`config.mk`:
```
export PLATFORM = sky130hd
export DESIGN_NAME = butterfly_fft_sched
export DESIGN_NICKNAME = d
export VERILOG_FILES = /design/src/rtl/butterfly_fft_sched.sv
export SDC_FILE = /design/constraint.sdc
export NUM_CORES = 1
export LEC_CHECK = 0
export CAP_MARGIN = 20
export CORE_MARGIN = 2
export CORE_UTILIZATION = 55
export DETAILED_ROUTE_END_ITERATION = 10
export PLACE_DENSITY_LB_ADDON = 0.05
export SYNTH_ARGS = -nofsm -noshare
export SYNTH_HDL_FRONTEND = slang
export SYNTH_SLANG_ARGS = --single-unit
```
`constraint.sdc`:
```
create_clock -name i_clk -period 5.7 [get_ports i_clk]
set_input_delay 0.57 -clock i_clk [delete_from_list [all_inputs] [get_ports i_clk]]
set_output_delay 0.57 -clock i_clk [all_outputs]
set_load 0.01 [all_outputs]
```
`src/rtl/butterfly_fft_sched.sv`:
```
// butterfly_fft_sched
// Address and strobe sequencer for an in-place radix-2 decimation-in-time FFT.
// It walks LOG2N stages with N/2 butterflies in each stage. For every butterfly
// it issues one read cycle (dual-port sample RAM A/B plus twiddle ROM) and then
// one write cycle, in which the butterfly results go back to the same two
// addresses.
//
// Ports
//   i_clk      clock; all logic is on the rising edge
//   i_rst      synchronous, active-high reset
//   i_start    start request; only looked at in IDLE
//   i_hold     memory arbiter hold; stalls the read cycle
//   o_busy     high in the RD and WR states
//   o_done     one-cycle completion pulse
//   o_rd_en    read strobe for the sample RAM and the twiddle ROM
//   o_wr_en    write strobe for the sample RAM (both ports)
//   o_addr_A   RAM port A address (read and write)
//   o_addr_B   RAM port B address (read and write)
//   o_tw_addr  twiddle ROM address
//   o_stage    current stage index
module butterfly_fft_sched #(
  parameter  int LOG2N  = 3,
  localparam int ADDR_W = LOG2N,
  localparam int TW_W   = LOG2N - 1
) (
  input  logic              i_clk,
  input  logic              i_rst,
  input  logic              i_start,
  input  logic              i_hold,
  output logic              o_busy,
  output logic              o_done,
  output logic              o_rd_en,
  output logic              o_wr_en,
  output logic [ADDR_W-1:0] o_addr_A,
  output logic [ADDR_W-1:0] o_addr_B,
  output logic [TW_W-1:0]   o_tw_addr,
  output logic [ADDR_W-1:0] o_stage
);

  typedef enum logic [1:0] {ST_IDLE, ST_RD, ST_WR, ST_DONE} state_t;

  localparam logic [TW_W-1:0]   K_LAST = TW_W'((1 << LOG2N) / 2 - 1);
  localparam logic [ADDR_W-1:0] S_LAST = ADDR_W'(LOG2N - 1);

  state_t            state_q, state_d;
  logic [ADDR_W-1:0] s_q, s_d;
  logic [TW_W-1:0]   k_q, k_d;
  logic [ADDR_W-1:0] addr_a_q, addr_a_d;
  logic [ADDR_W-1:0] addr_b_q, addr_b_d;
  logic [TW_W-1:0]   tw_q, tw_d;

  logic [ADDR_W-1:0] k_ext, span, grp, pos, calc_a, calc_b;
  logic [TW_W-1:0]   calc_tw;
  logic              load_addr;

  // Sequencing: stage/butterfly counters and the state register.
  always_comb begin
    state_d = state_q;
    s_d     = s_q;
    k_d     = k_q;
    unique case (state_q)
      ST_IDLE: begin
        if (i_start) begin
          state_d = ST_RD;
          s_d     = '0;
          k_d     = '0;
        end
      end
      ST_RD: begin
        if (!i_hold) state_d = ST_WR;
      end
      ST_WR: begin
        if (k_q != K_LAST) begin
          k_d     = k_q + TW_W'(1);
          state_d = ST_RD;
        end else if (s_q != S_LAST) begin
          k_d     = '0;
          s_d     = s_q + ADDR_W'(1);
          state_d = ST_RD;
        end else begin
          state_d = ST_DONE;
        end
      end
      ST_DONE: state_d = ST_IDLE;
      default: state_d = ST_IDLE;
    endcase
  end

  // Butterfly addresses for the (s, k) that the next cycle will work on.
  // Butterfly k of stage s sits in group k>>s; its two legs are span apart,
  // and groups are 2*span apart.
  always_comb begin
    k_ext   = ADDR_W'(k_d);
    span    = ADDR_W'(1) << s_d;
    grp     = k_ext >> s_d;
    pos     = k_ext & (span - ADDR_W'(1));
    calc_a  = (grp << (s_d + ADDR_W'(1))) | pos;
    calc_b  = calc_a + span;
    calc_tw = TW_W'(pos << (S_LAST - s_d));
  end

  // The address registers load only when RD is entered, so they stay
  // stable through any hold cycles and through the matching write.
  always_comb begin
    load_addr = (state_d == ST_RD) && (state_q != ST_RD);
    addr_a_d  = load_addr ? calc_a  : addr_a_q;
    addr_b_d  = load_addr ? calc_b  : addr_b_q;
    tw_d      = load_addr ? calc_tw : tw_q;
  end

  always_ff @(posedge i_clk) begin
    if (i_rst) begin
      state_q  <= ST_IDLE;
      s_q      <= '0;
      k_q      <= '0;
      addr_a_q <= '0;
      addr_b_q <= '0;
      tw_q     <= '0;
    end else begin
      state_q  <= state_d;
      s_q      <= s_d;
      k_q      <= k_d;
      addr_a_q <= addr_a_d;
      addr_b_q <= addr_b_d;
      tw_q     <= tw_d;
    end
  end

  // Strobes are masked by reset in the reset cycle itself, so an
  // interrupted write never reaches the RAM.
  assign o_busy    = (state_q == ST_RD) || (state_q == ST_WR);
  assign o_rd_en   = (state_q == ST_RD) && !i_hold && !i_rst;
  assign o_wr_en   = (state_q == ST_WR) && !i_rst;
  assign o_done    = (state_q == ST_DONE) && !i_rst;
  assign o_addr_A  = addr_a_q;
  assign o_addr_B  = addr_b_q;
  assign o_tw_addr = tw_q;
  assign o_stage   = s_q;

endmodule

```
---- Word level (Yosys, flattened, before mapping) ----
Cells that the tools add are included.
operators by class
  add/subtract/negate cells ............... 6
  equal/unequal tests ..................... 7
  shift-type cells ........................ 4
  muxes and demuxes ....................... 13
  bitwise logic cells ..................... 2
  reduce and logical (&&, ||, !) cells .... 9
operator list
  kind                 count
  $mux 2               7
  $mux 3               3
  $pmux 2 s4           1
  $add 3x1->3 const B  2
  $pmux 3 s2           1
  $logic_and 1x1->1    5
  $eq 2x1->1 const B   2
  $eq 2x2->1 const B   2
  $pmux 2 s2           1
  $add 3x3->3          1
  $and 2x3->3          1
  $ne 3x2->1 const B   1
  $or 3x3->3           1
  $shl 1x3->3 const A  1
  $shl 3x3->2          1
  $shl 3x3->3          1
  $shr 2x3->3          1
  $sub 2x3->3 const A  1
  $sub 3x1->3 const B  1
  $add 2x1->2 const B  1
  $logic_not 1->1      2
  $logic_not 2->1      1
  $ne 2x1->1 const B   1
  $ne 2x2->1 const B   1
  $logic_or 1x1->1     1
word-level totals
  register bits after elaboration ......... 15
  input port bits ......................... 4
  output and inout port bits .............. 15
  logic and storage cells ................. 47

---- Depth between registers and ports, before layout ----
Gate-level depths: netlist (run 1).
  depth after elaboration ................. 9
  depth in mapped cells ................... 18
  gate-level depth less buffers ........... 17

---- Worst setup path after synthesis (run 1) ----
OpenSTA, ideal clock, no wires.
  kind .................................... reg2reg
  start ................................... reg state_q[0]
  end ..................................... reg addr_b_q[2] (netlist: o_addr_B[2])
  setup time .............................. 0.079 ns
  arrival time ............................ 3.543 ns
  required time ........................... 5.621 ns
  path slack .............................. 2.077 ns
  cell stages (with the launch flop) ...... 19
  buffers on the path ..................... 1
  period minus slack after synthesis ...... 3.623 ns
  path through ............................ dfxtp_1 inv_1 ha_1 buf_6 mux2i_1 and2_4 nor3_1 inv_1 ha_1 inv_1 o211ai_1 nor2_1 a21oi_1 inv_1 ha_1 inv_1 fa_1 xnor3_1 a211oi_2
on the way
  word-level cells in the longest chain between the ends .. 7
  elaborated cells on any way between the ends .. 20
  those cells by class .................... add/sub: 3; eq/ne: 5; shift: 3; mux: 5; bitwise: 2; reduce/logical: 2
ends and longest elaborated chain
  element                                                              line  RTL
  from (decl)                                                          45    state_t state_q, state_d;
  from (signal assigned)                                               120   state_q <= state_d;
  $eq 2x2->1 or $logic_not 2->1 (tied branches)                        61    unique case (state_q)
  $pmux 3 s2 *                                                         61
  named net s_d[0]                                                     46    logic [ADDR_W-1:0] s_q, s_d;
  parallel branches: the longest is 3 deep, another holds $add 3x1->3  n/a
  $or 3x3->3 *                                                         97    calc_a = (grp << (s_d + ADDR_W'(1))) | pos;
  named net calc_a[0]                                                  52    logic [ADDR_W-1:0] k_ext, span, grp, pos, calc_a, calc_b;
  $add 3x3->3 *                                                        98    calc_b = calc_a + span;
  to (signal assigned)                                                 124   addr_b_q <= addr_b_d;
  to (decl)                                                            49    logic [ADDR_W-1:0] addr_b_q, addr_b_d;
Mark *: on every way through the listed nets, which the timed path passes.
A chain may end at the register's enable or synchronous reset.

---- Worst setup path in the final report (run 1) ----
Same ends and word-level chain as after synthesis.

==> reports/results.tsv, run 1 <==
stage	metric	value	unit
power_and_ir_drop	finalPower	0.000284	W
synth	synth_top_family_by_area	simple AND/OR/NAND/NOR gates	
setup_path	path_max_fanout	8	
synth	synth-compound-area-share	0.163	
power_and_ir_drop	switching_share	0.321	
synth	ys_types	41	
floorplan	start_util	0.596	
clock_network	clk_pin_slew_worst_paths	0.09	ns
synth	synth_fa_ha_area_frac	0.162	
power_and_ir_drop	p_per_area	224	nW/um2
detailed_routing	vias	870	
clock_network	clk_latency	0.29	ns
clock_network	cts_setup_buffers	0	
clock_network	cts_hold_buf	0	
setup_path	regToRegStartpoint	state_q[0]	
power_and_ir_drop	irDropWorstVdd	0.182	mV
grt	grt_pass1_wl	3.24	mm
synth	async_flop_share	0	
setup_path	required	5.91	ns
floorplan	ioPinCount	19	
synth	syn_avg_cell_area	8.70	um2
timing	worst-slew-pin-transition	0.824	ns
clock_network	cts_resized	0	
timing	finalSetupViolCount	0	
place	dpl.hpwl	1.55	mm
synth	synth_cells	121	
timing	rsz0062_at_grt	false	
grt	grt_max_degree	20	
synth	netlist_top_cells_count	16 x nor2_1, 15 x dfxtp_1, 12 x ha_1, 10 x inv_1	
floorplan	rows	15	
cells_and_area	fin_util	0.718	
synth	synth.area.mux_share	0.0678	
synth	synth-edff-count	0	
job	drv.max_cap_violation_count	0	
power_and_ir_drop	p_int	0.000193	W
synth	synth-simple-area-share	0.219	
synth	synth_fp_nets	138	
synth	yosys_warnings	0	
place	io_buffer_count	18	
synth	netlist_area	1050	um2
timing	report.final.slew_viol_count	0	
synth	synth_area_leader_cell	dfxtp_1	
detailed_routing	wl_per_cell	12.1	um
synth	yosysTopAreaCellShare	0.285	
setup_path	end_kind	register	
grt	grt-ovfl-total	0	
floorplan	die_y	47.7	um
timing	slew_headroom	0.447	
clock_network	cts-root-buf	clkbuf_4	
hold_path	min_from	o_tw_addr[0]	
detailed_routing	firstDrtPassIters	4	
detailed_routing	viasPerCell	5.34	
cells_and_area	drive_gt1_frac	0.0942	
clock_network	cts_max_level	1	
setup_path	start_kind	register	
clock_network	cts_buffers	3	
floorplan	die_area	2280	um2
synth	ys_ff_latch	15	
floorplan	core_area	1760	um2
synth	synth-xor-area-share	0.0380	
detailed_routing	drt_wl_total	1.98	mm
outcome	status	completed	
synth	synthTopCellsByArea	dfxtp_1 29%, ha_1 14%, mux2i_1 5.7%	
cells_and_area	fin_nets	156	
place	gp_congestion	0.856	
power_and_ir_drop	clkPwrFrac	0.220	
detailed_routing	drc	0	
timing	finalClockSkew	0.00177	ns
clock_network	clkSinkCount	15	
clock_network	clockBufferDepth	2	
setup_path	cp-startpoint	state_q[0]	
power_and_ir_drop	switchingPower	0.0000909	W
timing	hold_viol_final	0	
grt	grt_use_total	0.202	
synth	seq_area_frac_synth	0.285	
synth	synth-main-ff-cell	dfxtp_1	
timing	fin_crit	4.11	ns
power_and_ir_drop	p_comb_frac	0.340	
hold_path	hold_path.class	reg2reg	
timing	max_freq	0.243	GHz
synth	synth.most_common_cell	nor2_1	
grt	antenna_found_initial	0	
setup_path	worstPathArrival	4.32	ns
power_and_ir_drop	p_leak	0.527	nW
timing	fin_tns_setup	0	ns
grt	grt_pass1_vias	760	
power_and_ir_drop	pwr-share-seq	0.440	
setup_path	path_class	reg2reg	
floorplan	die_w	47.7	um
cells_and_area	area_delta_synth_final	20.5	%
cells_and_area	n_antenna_cell	0	
clock_network	tritoncts	built	
detailed_routing	drt_iter0_drc	8	
detailed_routing	drtAntennaViolNets	0	
timing	finalCritPeriodShare	0.721	
-- cell usage in the layout, fill, tap and decap left out, types with 2 or more instances in the layout --
cell and n:
a211oi_1 3, a211oi_2 2, a21oi_1 7, clkbuf_4 3, clkdlybuf4s50_1 18, dfxtp_1 15
ha_1 12, inv_1 10, mux2i_1 6, nand2_1 7, nand2b_1 5, nor2_1 16
nor2b_1 3, nor3_1 2, or2_2 2
-- worst paths after layout --
| kind | slack (ns) | end | cells past startpoint |
|---|---|---|---|
| worst max-delay path | 1.59 | o_addr_B[2] | 17 |
| worst min-delay path | 0.48 | o_tw_addr[0] | 2 |
| worst max register to register | 1.59 | o_addr_B[2] | 17 |
| worst min register to register | 0.48 | o_tw_addr[0] | 2 |
-- critical path, stage by stage (launching register included) --
cell and delay, ns:
dfxtp_1 0.42, inv_1 0.09, ha_1 0.29, mux2i_1 0.19, and2_4 0.20, nor3_1 0.68, inv_1 0.22, ha_1 0.26
inv_1 0.08, o211ai_1 0.12, nor2_1 0.16, a21oi_1 0.11, inv_1 0.08, ha_1 0.15, inv_1 0.05, fa_1 0.35
xnor3_1 0.37, a211oi_2 0.21
-- state kept, by name, indices dropped and copies added (netlist names) --
| signal | count |
|---|---|
| k_q | 2 |
| state_q | 2 |
| o_addr_B | 3 |
| o_stage | 3 |
| o_tw_addr | 2 |
| o_addr_A | 3 |
-- routing by layer --
layer,GRT usage,vias to the layer above,share of wire
met5,0,-,0
met4,0.0973,0,0.019
met3,0.0226,4,0.024
met2,0.315,15,0.45
met1,0.278,397,0.51
li1,-,454,-
-- layout make-up --
type | instances | area (um2)
Sequential cell | 15 | 300
Clock buffer | 3 | 22.5
Tap cell | 25 | 31.3
Multi-Input combinational cell | 90 | 683
Inverter | 10 | 37.5
Fill cell | 166 | 497
Timing Repair Buffer | 19 | 188
Clock inverter | 1 | 5.00
-- logic make-up after synthesis --
| kind of cell | Yosys count |
|---|---|
| flip-flops | 15 |
| multiplexers | 7 |
| buffers and inverters | 16 |
| AO/OA/AOI/OAI | 23 |
| adder cells (fa/ha/maj) | 13 |
| AND/OR/NAND/NOR | 44 |
| XOR/XNOR | 3 |
-- per-stage QoR --
step	instance area [um2]	worst slack, ns	std cells	hold slack [ns]
CTS	1270	1.61	163	0.480
global placement	1240	1.56	159	0.455
floorplan	1050	2.08	121	0.490
finish	1270	1.59	163	0.479
global route	1270	1.18	163	0.493
detailed placement	1240	1.39	159	0.464
-- power by group through the flow --
| stage | Sequential [W] | Clock (W) | Combinational (W) |
|---|---|---|---|
| after floorplan | 0.000131 | 0 | 0.0000594 |
| after global placement | 0.000126 | 0 | 0.0000968 |
| after detailed placement | 0.000127 | 0 | 0.0000976 |
| after CTS | 0.000125 | 0.0000653 | 0.0000977 |
| after global routing | 0.000126 | 0.0000690 | 0.000108 |
| final | 0.000125 | 0.0000624 | 0.0000966 |
(Power assumes the default switching activity.)
==> run 2: changes to the inputs <==
--- a/config.mk
+++ b/config.mk
@@ -7,7 +7,7 @@
 export LEC_CHECK = 0
 export CAP_MARGIN = 20
 export CORE_MARGIN = 2
-export CORE_UTILIZATION = 55
+export CORE_UTILIZATION = 46
 export DETAILED_ROUTE_END_ITERATION = 10
 export PLACE_DENSITY_LB_ADDON = 0.05
 export SYNTH_ARGS = -nofsm -noshare
==> constraint.sdc (replaced) <==
create_clock -name i_clk -period 3.48 [get_ports i_clk]
set_input_delay 0.348 -clock i_clk [delete_from_list [all_inputs] [get_ports i_clk]]
set_output_delay 0.348 -clock i_clk [all_outputs]
set_load 0.01 [all_outputs]
==> run 2 against run 1 <==
Clock skew increased by 0.0014 ns. Utilization decreased by 9.1 points. Clock-buffer cell count unchanged. Final area increased by 8.4%. Die area increased by 18%.
==> reports/results.tsv, run 2 (synthesized netlist as in run 1, its figures left out) <==
stage	metric	value	unit
detailed_routing	vias	952	
place	dpl.hpwl	1.72	mm
setup_path	end_kind	register	
clock_network	clkSinkCount	15	
cells_and_area	num-fill-cells	192	
detailed_routing	drt_iter0_drc	15	
timing	hold_ws	0.477	ns
setup_path	path_max_fanout	7	
power_and_ir_drop	p_leak	0.589	nW
outcome	status	completed	
detailed_routing	wl_per_cell	12.5	um
cells_and_area	area_delta_synth_final	30.6	%
cells_and_area	fin_nets	168	
floorplan	ioPinCount	19	
place	gp_congestion	0.804	
power_and_ir_drop	irDropWorstVdd	0.207	mV
setup_path	worstPathArrival	3.48	ns
floorplan	die_y	51.8	um
clock_network	clk_latency	0.28	ns
timing	finalClockSkew	0.00313	ns
clock_network	cts_buffers	3	
floorplan	die_area	2690	um2
timing	report.final.slew_viol_count	0	
detailed_routing	drtAntennaViolNets	0	
floorplan	start_util	0.480	
timing	finalSetupViolCount	0	
grt	grt_pass1_wl	3.85	mm
place	place_area	1340	um2
timing	worst_slack	0.213	ns
cells_and_area	mostFrequentLayoutCells	18 x clkdlybuf4s50_1, 16 x nor2_1, 14 x dfxtp_1	
place	pre_cts_ws	0.0963	ns
detailed_routing	drc	0	
clock_network	clk_pin_slew_worst_paths	0.09	ns
grt	grt_max_degree	20	
timing	hold_viol_final	0	
grt	grt_util_met1	0.234	
detailed_routing	drt_wl_total	2.23	mm
timing	worst-slew-pin-transition	0.396	ns
job	drv.max_cap_violation_count	0	
grt	antenna_found_initial	0	
grt	grt_pass1_vias	924	
timing	slew_headroom	0.736	
cells_and_area	final_common_cell	clkdlybuf4s50_1	
place	io_buffer_count	18	
setup_path	required	3.69	ns
setup_path	start_kind	register	
clock_network	clockBufferDepth	2	
setup_path	cp-startpoint	state_q[0]	
hold_path	hold_path.class	reg2reg	
grt	grt_use_total	0.191	
grt	use_met2	0.321	
floorplan	rows	17	
clock_network	cts-root-buf	clkbuf_4	
cells_and_area	fin_area	1370	um2
detailed_routing	firstDrtPassIters	4	
grt	top_usage_layer	met2	
floorplan	core_area	2190	um2
setup_path	path_class	reg2reg	
timing	max_freq	0.306	GHz
grt	grt-ovfl-total	0	
power_and_ir_drop	p_per_area	345	nW/um2
grt	gr-usage-met3	0.0374	
cells_and_area	n_antenna_cell	0	
timing	finalCritPeriodShare	0.939	
detailed_routing	viasPerCell	5.35	
clock_network	cts_max_level	1	
hold_path	min_from	o_tw_addr[0]	
floorplan	die_w	51.8	um
cells_and_area	drive_gt1_frac	0.180	
clock_network	tritoncts	built	
setup_path	regToRegStartpoint	state_q[0]	
timing	fin_crit	3.27	ns
==> run 2: cell types whose count changed in the layout (fill, tap and decap cells not counted) <==
cell and delta:
buf_4 +12, dfxtp_2 +1, nor3_1 -1, nor3_4 +1
dfxtp_1 -1
==> run 2: path summary, 6_finish.rpt <==
kind	endpoint	slack [ns]	depth (start not counted)
worst max-delay path	o_addr_B[2]	0.21	16
worst max register to register	o_addr_B[2]	0.21	16
worst min register to register	o_tw_addr[0]	0.48	2
worst min-delay path	o_tw_addr[0]	0.48	2
==> run 2: power by group <==
part | switching, W | leakage (nW) | total, W | internal, W
Sequential | 0.0000107 | 0.123 | 0.000202 | 0.000192
Combinational | 0.0000823 | 0.449 | 0.000172 | 0.0000895
Clock | 0.0000575 | 0.0177 | 0.000100 | 0.0000427
Total | 0.000150 | 0.589 | 0.000474 | 0.000324
==> run 2: stage by stage <==
stage               setup TNS [ns]  instances   util  total power (W)
CTS                              0        178  0.624         0.000482
global route               -0.0390        178  0.627         0.000507
global placement                 0        174  0.611         0.000377
floorplan                        0        121      -         0.000311
finish                           0        178  0.627         0.000474
detailed placement               0        174  0.611         0.000380
==> run 2: what timing repair did <==
item                                    CTS  global route
endpoints found under the hold margin     0             0
buffers inserted                          0             0
resized for setup                         0             2
endpoints found under the setup margin    0             1
hold buffers                              0             0
==> run 2: metal layers <==
metal | part of all wire | vias to the layer above
li1 | - | 482
met1 | 0.47 | 444
met2 | 0.48 | 22
met3 | 0.039 | 4
met4 | 0.013 | 0
met5 | 0 | -
==> run 2: final cells by class <==
type                            count  area, um2  share of cell area
Clock buffer                        3       22.5              0.0164
Multi-Input combinational cell     90        694               0.505
Sequential cell                    15        302               0.219
Inverter                           10       37.5              0.0273
Timing Repair Buffer               31        278               0.202
Clock inverter                      1       5.00             0.00364
Tap cell                           28       35.0              0.0255
==> run 2: critical path, cell delays in order (launching register included) <==
cell      delay, ns
dfxtp_1        0.32
inv_1          0.09
ha_1           0.23
buf_4          0.17
nand2_1        0.05
a21oi_1        0.33
nor3_4         0.08
buf_4          0.15
ha_1           0.32
nor2_1         0.16
a21oi_1        0.11
inv_1          0.07
ha_1           0.13
inv_1          0.04
fa_1           0.36
xnor3_1        0.38
a211oi_2       0.21
